File: src/rtl/tft_bounce_pic.sv
// Pixel source for the TFT path: a solid box bouncing over a flat background, 1-cycle latency.
// Optional TFT_BOUNCE_COLOR_CYCLE_EN steps the box colour through an 8-entry table on each bounce.
module tft_bounce_pic #(
  parameter int unsigned H_VALID   = 480,
  parameter int unsigned V_VALID   = 272,
  parameter int unsigned BOX_W     = 32,
  parameter int unsigned BOX_H     = 32,
  parameter int unsigned STEP      = 2,
  parameter int unsigned FRAME_DIV = 1,
  parameter logic [15:0] BG_COLOR  = 16'hFFFF,
  parameter logic [15:0] BOX_COLOR = 16'hF800
) (
  input  logic        clk_9m,
  input  logic        sys_rst_n,
  input  logic [9:0]  pix_x,
  input  logic [9:0]  pix_y,
  output logic [15:0] pix_data
);

  localparam int unsigned CNT_W    = (FRAME_DIV > 1) ? $clog2(FRAME_DIV) : 1;
  localparam logic [CNT_W-1:0] CNT_LAST = CNT_W'(FRAME_DIV - 1);
  localparam logic [10:0] X_MAX  = 11'(H_VALID - BOX_W);
  localparam logic [10:0] Y_MAX  = 11'(V_VALID - BOX_H);
  localparam logic [10:0] STEP11 = 11'(STEP);
  localparam logic [9:0]  STEP10 = 10'(STEP);

  // Direction states: {dir_x, dir_y}, right/down = 1
  localparam logic [1:0] ST_LU = 2'b00;
  localparam logic [1:0] ST_LD = 2'b01;
  localparam logic [1:0] ST_RU = 2'b10;
  localparam logic [1:0] ST_RD = 2'b11;

  logic [9:0]       r_box_x, r_box_y;
  logic [1:0]       r_dir;
  logic [CNT_W-1:0] r_frame_cnt;
  logic [15:0]      r_pix_data;

  logic [9:0]  w_box_x_nxt, w_box_y_nxt;
  logic        w_flip_x, w_flip_y;
  logic        w_right, w_down;
  logic [1:0]  w_dir_nxt;
  logic        w_fe, w_move, w_in_box, w_off;
  logic [10:0] w_px, w_py, w_bx, w_by;
  logic [15:0] w_box_color;

  assign w_px = {1'b0, pix_x};
  assign w_py = {1'b0, pix_y};
  assign w_bx = {1'b0, r_box_x};
  assign w_by = {1'b0, r_box_y};

  assign w_off    = (pix_x == 10'h3FF) || (pix_y == 10'h3FF);
  assign w_in_box = (w_px >= w_bx) && (w_px < w_bx + 11'(BOX_W)) &&
                    (w_py >= w_by) && (w_py < w_by + 11'(BOX_H));

  assign w_fe   = (pix_x == 10'(H_VALID - 1)) && (pix_y == 10'(V_VALID - 1));
  assign w_move = w_fe && (r_frame_cnt == CNT_LAST);

  assign w_right = (r_dir == ST_RD) || (r_dir == ST_RU);
  assign w_down  = (r_dir == ST_RD) || (r_dir == ST_LD);

  // Clamp at the edges so a STEP that does not divide the travel range never overshoots
  always_comb begin
    w_box_x_nxt = r_box_x;
    w_flip_x    = 1'b0;
    if (w_right) begin
      if (w_bx + STEP11 >= X_MAX) begin
        w_box_x_nxt = X_MAX[9:0];
        w_flip_x    = 1'b1;
      end else begin
        w_box_x_nxt = r_box_x + STEP10;
      end
    end else begin
      if (w_bx <= STEP11) begin
        w_box_x_nxt = 10'd0;
        w_flip_x    = 1'b1;
      end else begin
        w_box_x_nxt = r_box_x - STEP10;
      end
    end
  end

  always_comb begin
    w_box_y_nxt = r_box_y;
    w_flip_y    = 1'b0;
    if (w_down) begin
      if (w_by + STEP11 >= Y_MAX) begin
        w_box_y_nxt = Y_MAX[9:0];
        w_flip_y    = 1'b1;
      end else begin
        w_box_y_nxt = r_box_y + STEP10;
      end
    end else begin
      if (w_by <= STEP11) begin
        w_box_y_nxt = 10'd0;
        w_flip_y    = 1'b1;
      end else begin
        w_box_y_nxt = r_box_y - STEP10;
      end
    end
  end

  always_comb begin
    w_dir_nxt = ST_LU;
    unique case ({w_right ^ w_flip_x, w_down ^ w_flip_y})
      2'b11:   w_dir_nxt = ST_RD;
      2'b10:   w_dir_nxt = ST_RU;
      2'b01:   w_dir_nxt = ST_LD;
      default: w_dir_nxt = ST_LU;
    endcase
  end

`ifdef TFT_BOUNCE_COLOR_CYCLE_EN
  logic [2:0] r_color_idx;

  always_ff @(posedge clk_9m or negedge sys_rst_n) begin
    if (!sys_rst_n) begin
      r_color_idx <= 3'd0;
    end else if (w_move && (w_flip_x || w_flip_y)) begin
      r_color_idx <= r_color_idx + 3'd1;
    end
  end

  always_comb begin
    w_box_color = 16'hF800;
    case (r_color_idx)
      3'd0:    w_box_color = 16'hF800;
      3'd1:    w_box_color = 16'h07E0;
      3'd2:    w_box_color = 16'h001F;
      3'd3:    w_box_color = 16'hFFE0;
      3'd4:    w_box_color = 16'hF81F;
      3'd5:    w_box_color = 16'h07FF;
      3'd6:    w_box_color = 16'hFC00;
      default: w_box_color = 16'h0000;
    endcase
  end
`else
  assign w_box_color = BOX_COLOR;
`endif

  // Position updates at frame end; that cycle's pixel already used the old position
  always_ff @(posedge clk_9m or negedge sys_rst_n) begin
    if (!sys_rst_n) begin
      r_box_x     <= 10'd0;
      r_box_y     <= 10'd0;
      r_dir       <= ST_RD;
      r_frame_cnt <= '0;
    end else if (w_fe) begin
      if (w_move) begin
        r_frame_cnt <= '0;
        r_box_x     <= w_box_x_nxt;
        r_box_y     <= w_box_y_nxt;
        r_dir       <= w_dir_nxt;
      end else begin
        r_frame_cnt <= r_frame_cnt + 1'b1;
      end
    end
  end

  always_ff @(posedge clk_9m or negedge sys_rst_n) begin
    if (!sys_rst_n) begin
      r_pix_data <= 16'h0000;
    end else if (w_off) begin
      r_pix_data <= 16'h0000;
    end else if (w_in_box) begin
      r_pix_data <= w_box_color;
    end else begin
      r_pix_data <= BG_COLOR;
    end
  end

  assign pix_data = r_pix_data;

endmodule

File: config.mk
export PLATFORM = sky130hd
export DESIGN_NAME = tft_bounce_pic
export DESIGN_NICKNAME = d
export VERILOG_FILES = /design/src/rtl/tft_bounce_pic.sv
export SDC_FILE = /design/constraint.sdc
export NUM_CORES = 1
export LEC_CHECK = 0
export BUFFER_PORTS_ARGS = -buffer_cell sky130_fd_sc_hd__buf_2
export CAP_MARGIN = 20
export CORE_MARGIN = 1.5
export CORE_UTILIZATION = 59
export CTS_CLUSTER_DIAMETER = 100
export CTS_CLUSTER_SIZE = 8
export DETAILED_ROUTE_END_ITERATION = 7
export HOLD_SLACK_MARGIN = 0.1
export PLACE_DENSITY_LB_ADDON = 0.2
export SLEW_MARGIN = 20
export SYNTH_ARGS = -nofsm -noshare
export SYNTH_HDL_FRONTEND = slang
export SYNTH_SLANG_ARGS = --single-unit
File: constraint.sdc
create_clock -name clk_9m -period 3.5 [get_ports clk_9m]
set_clock_uncertainty 0.2 [all_clocks]
set_input_delay 0.175 -clock clk_9m [delete_from_list [all_inputs] [get_ports clk_9m]]
set_output_delay 0.175 -clock clk_9m [all_outputs]
set_load 0.1 [all_outputs]
Yosys cells after proc, flatten, opt, wreduce, memory -nomap -nowiden
Cells that the tools add are included.
- reductions and logical operators: 9
- magnitude comparators: 8
- equality and inequality tests: 10
- $add $sub $neg: 9
- bitwise gates (word level): 3
- muxes and demuxes: 16
- operator list (kind ; count):
    $mux 10 ; 6
    $add 10x2->11 const B ; 2
    $add 10x6->11 const B ; 2
    $lt 10x11->1 ; 2
    $add 10x2->10 const B ; 2
    $eq 10x10->1 const B ; 2
    $eq 10x9->1 const B ; 2
    $ge 10x10->1 ; 2
    $le 10x2->1 const B ; 2
    $sub 10x2->10 const B ; 2
    $mux 16 ; 1
    $ge 11x8->1 const B ; 1
    $ge 11x9->1 const B ; 1
    $mux 11 ; 1
    $eq 2x2->1 const B ; 4
    $mux 1 ; 7
    $pmux 2 s3 ; 1
    $logic_and 1x1->1 ; 5
    $eq 2x1->1 const B ; 2
    $logic_or 1x1->1 ; 3
    $reduce_and 2->1 ; 1
    $xor 1x1->1 ; 2
    $add 1x1->1 const B ; 1
    $not 1->1 ; 1
- output and inout bits: 16
- word-level logic and storage cells: 60
- flip-flop bits (word level): 39

Logic depth before layout (Yosys ltp)
- depth after elaboration: 7
- mapped depth: 9

Worst setup path after synthesis
OpenSTA, ideal clock, no wires.
- path kind: flip-flop to flip-flop
- from: register r_box_y[5]
- to: register r_pix_data[10], in the netlist pix_data[10]
- cell stages (with the launch flop): 10
- data required time: 3.212 ns
- buffers on the path: 1
- setup time: 0.088 ns
- path slack: 1.084 ns
- arrival: 2.127 ns
- path through: dfrtp_1 buf_2 inv_1 ha_1 inv_1 ha_1 a21oi_1 or4_1 a22o_1 a41oi_1
- cells in the longest elaborated chain, start to end: 5
- RTL lines (what ; RTL line ; source):
    start, declared ; 33 ; logic [9:0] r_box_x, r_box_y;
    start signal, assigned ; 151 ; r_box_y <= w_box_y_nxt;
    $add 10x6->11 or $ge 10x10->1 (tied branches) ; 53 ; (w_py >= w_by) && (w_py < w_by + 11'(BOX_H));
    $lt 10x11->1 or $logic_and 1x1->1 (tied branches) ; 53, 52 ;
    $logic_and 1x1->1 * ; 53 ;
    $mux 11 * ; 164 ; end else if (w_in_box) begin
    $mux 16 * ; 162 ; end else if (w_off) begin
    end signal, assigned ; 165 ; r_pix_data <= w_box_color;
    end, declared ; 36 ; logic [15:0] r_pix_data;
Every way passes the cells marked *; elsewhere a longest branch is shown, timed or not.
A chain may end at the register's enable or synchronous reset.

Worst setup path after layout
Same ends and word-level chain as after synthesis.

==> flow_metrics.tcl <==
set metrics [dict create \
    drive_gt1_share_pct 14.9 \
    portBuffers 37 \
    vdd_drop_max_v 0.000166 \
    initial_utilization_pct 63.0 \
    cts-htree-levels 1 \
    p_switching_mw 0.160 \
    critPathLaunch "r_box_y[5]$_DFFE_PN0P_" \
    max_freq_mhz 371 \
    synth_area_leaders "dfrtp_1 (19%), ha_1 (17%), a211oi_1 (4.3%)" \
    cts_tree "built" \
    syn_area_um2 2820 \
    tightestPinTransition_ns 1.10 \
    final_max_slew_viol_count 0 \
    synthFlopType "dfrtp_1" \
    place_congestion 0.942 \
    synth_edf_count 0 \
    rr_endpoint "pix_data[10]$_DFF_PN0_" \
    drv_cap 0 \
    syn_to_final_growth_pct 5.46 \
    cp.arrival_ns 2.69 \
    cts_hold_buf 4 \
    reg2regPathDepth 8 \
    rows 24 \
    post_cts_resized 0 \
    placed_cells 406 \
    cpMaxStageDelayCell "dfrtp_1" \
    r2r_setup_slack_ns 0.81 \
    yosysUniqueCellTypes 65 \
    synth_nets 405 \
    coreArea_um2 4470 \
    grt_overflow 0 \
    synth_seq_cells 23 \
    chipHeight_um 72.1 \
    finalNetCount 423 \
    p_per_area_nw_per_um2 180 \
    syn_inst 345 \
    detailed_place.area_um2 2890 \
    antenna_found_initial 0 \
    cts-buffers-inserted 3 \
    switching_share_pct 29.8 \
    top_level_ports 38 \
    clk_pin_slew_ns 0.09 \
    start_kind "flop" \
    via_per_inst 6.86 \
    routed_wl_mm 7.19 \
    die_w_um 72.1 \
    diodes 0 \
    maxSlewHeadroom_pct 26.1 \
    async_flop_share_pct 100 \
    clk_latency_ns 0.28 \
    whs_ns 0.172 \
    wire_per_inst_um 17.4 \
    criticalPathCategory "reg -> reg" \
    synth_top_cell_by_area "dfrtp_1" \
    post-route-period-util_pct 77.0 \
    ys_seq_area_share_pct 20.5 \
    cts-root-buf "clkbuf_8" \
    wl_met1_mm 3.41 \
    layout.cells.non_filler 414 \
    crit_required_ns 3.50 \
    drt_first_iter_violations 185 \
    dr.pass1.iters 5 \
    grtUsageTotal_pct 28.9 \
    leakage_nw 1.24 \
    final_cell_mix "ha_1 (38), buf_2 (37), inv_1 (24), nand2_1 (22), dfrtp_1 (21)" \
    max_stage_delay_ns 0.65 \
    power_frac_seq_pct 49.8 \
    hp-class "in -> reg" \
    postLayoutCoreUtil_pct 66.4 \
    end_kind "flop" \
    avgSynthCellArea_um2 8.17 \
    yosys.area.top_type_share_pct 18.7 \
    path_cells "inv_1 > ha_1 > inv_1 > ha_1 > a21oi_1 > or4_1 > a22o_1 > a41oi_1" \
    setup_viol 0 \
    crit_end "pix_data[10]$_DFF_PN0_" \
    ys.warnings.count 0 \
    rsz0062_at_grt "false" \
    num_vias 2841 \
    highest_layer "met4" \
    pwr-share-comb_pct 16.6 \
    grt_pass1_wl_mm 11.9 \
    die_area_um2 5200 \
    reg2reg_from "r_box_y[5]$_DFFE_PN0P_" \
    route.met2.wl_mm 3.15 \
    met3_length_um 531 \
    fillers 379 \
    finalSetupTns_ns 0 \
    fin_area_um2 2970 \
    clock_sinks 23 \
    min_period_ns 2.69 \
    mostFrequentLayoutCell "ha_1" \
    postRouteAntennaNets 0 \
    p_int_mw 0.376 \
    clockBufferDepth 2 \
    grt_start_max_net_pins 24 \
    status "finished, final reports clean" \
    grt_pass1_vias 2549 \
    drc 0 \
    cts_setup_buffers 0 \
    cp_max_fo 13 \
    hold_violations 0 \
    place_hpwl_mm 5.31 \
    p_clk_share_pct 33.6 \
]
==> state kept, by name, summed over array words and instances, names as in the netlist <==
name / cells
r_box_y: 9
r_box_x: 9
r_frame_cnt: 1
pix_data: 2
r_dir: 2
==> logic make-up (layout without fill, tap and decap cells) <==
| group | Yosys count | in the layout | share of synthesized area, % |
|---|---|---|---|
| XOR/XNOR | 11 | 11 | 3.42 |
| AO/OA/AOI/OAI | 112 | 112 | 28.3 |
| buffers and inverters | 54 | 71 | 10.1 |
| adder cells (fa/ha/maj) | 38 | 38 | 16.9 |
| flip-flops | 23 | 23 | 20.5 |
| AND/OR/NAND/NOR | 107 | 107 | 20.8 |
==> Yosys cell counts, types with 2 or more instances <==
cell        n
nor4_1      4
nand2b_1    3
nor2_1     11
nor3_1     15
or3_1       3
ha_1       38
o2bb2ai_1   2
o31ai_1     4
clkbuf_1    7
inv_1      24
xnor2_1    11
nand3_1    16
nand4_1     7
and4_1      3
o21ai_1     3
a31oi_1     7
o21a_1      2
nand2_1    22
and2_1      3
o22ai_1     9
and3_1      5
buf_2       5
o211ai_1    3
or4_4       2
a21oi_1    19
a22oi_1     3
o311ai_0    2
dfrtp_1    21
a41oi_1     2
buf_6       3
nor3b_1     2
a211oi_1   16
dfstp_2     2
or4_1       4
o21ai_0    15
a21o_1      4
buf_4      14
o221ai_1    2
==> critical path: cells and delay by family, from the launching register on <==
| kind | cells | cell delay (ns) |
|---|---|---|
| AOI/OAI and AO/OA | 3 | 0.44 |
| adders and majority gates | 2 | 0.62 |
| buffers and inverters | 2 | 0.25 |
| DFF | 1 | 0.65 |
| and+or+nand+nor | 1 | 0.45 |
==> stage by stage <==
step,power [mW],worst slack [ns]
6_report,0.535,0.805
5_1_grt,0.554,0.628
3_3_place_gp,0.356,0.884
2_1_floorplan,0.328,1.08
4_1_cts,0.535,0.833
3_5_place_dp,0.357,0.848
==> layout make-up <==
class,instances,area [um^2],share of cell area [%]
clock buffer,3,41.3,1.39
inverter,25,93.8,3.16
tap,52,65.1,2.19
sequential,23,578,19.5
timing repair buffer,42,233,7.83
multi-input combinational,268,1960,65.8
clock inverter,1,5.00,0.168
==> layer usage <==
metal | up-vias | track usage, %
met5 | - | 0
met4 | 0 | 10.1
met3 | 9 | 2.92
met2 | 142 | 43.9
met1 | 1343 | 42.8
li1 | 1347 | -
==> power groups by stage <==
| stage | registers, mW | logic [mW] | clock network [mW] |
|---|---|---|---|
| finish | 0.266 | 0.0890 | 0.180 |
| global route | 0.267 | 0.0982 | 0.189 |
| CTS | 0.267 | 0.0886 | 0.180 |
| detailed placement | 0.272 | 0.0858 | 0 |
| global placement | 0.272 | 0.0841 | 0 |
| floorplan | 0.274 | 0.0537 | 0 |
==> worst min-delay path by stage <==
stage / start / endpoint / slack (ns) / cells after the start
after floorplan: sys_rst_n / pix_data[10]$_DFF_PN0_ / -0.32 / 0
after global placement: sys_rst_n / pix_data[14]$_DFF_PN0_ / -0.001 / 1
after CTS: pix_y[4] / pix_data[10]$_DFF_PN0_ / 0.17 / 4
final: pix_y[4] / pix_data[10]$_DFF_PN0_ / 0.17 / 4
after detailed placement: sys_rst_n / pix_data[14]$_DFF_PN0_ / -0.004 / 1
after global routing: pix_y[4] / pix_data[10]$_DFF_PN0_ / 0.19 / 4
No activity file was read; power rests on OpenSTA's default activity.
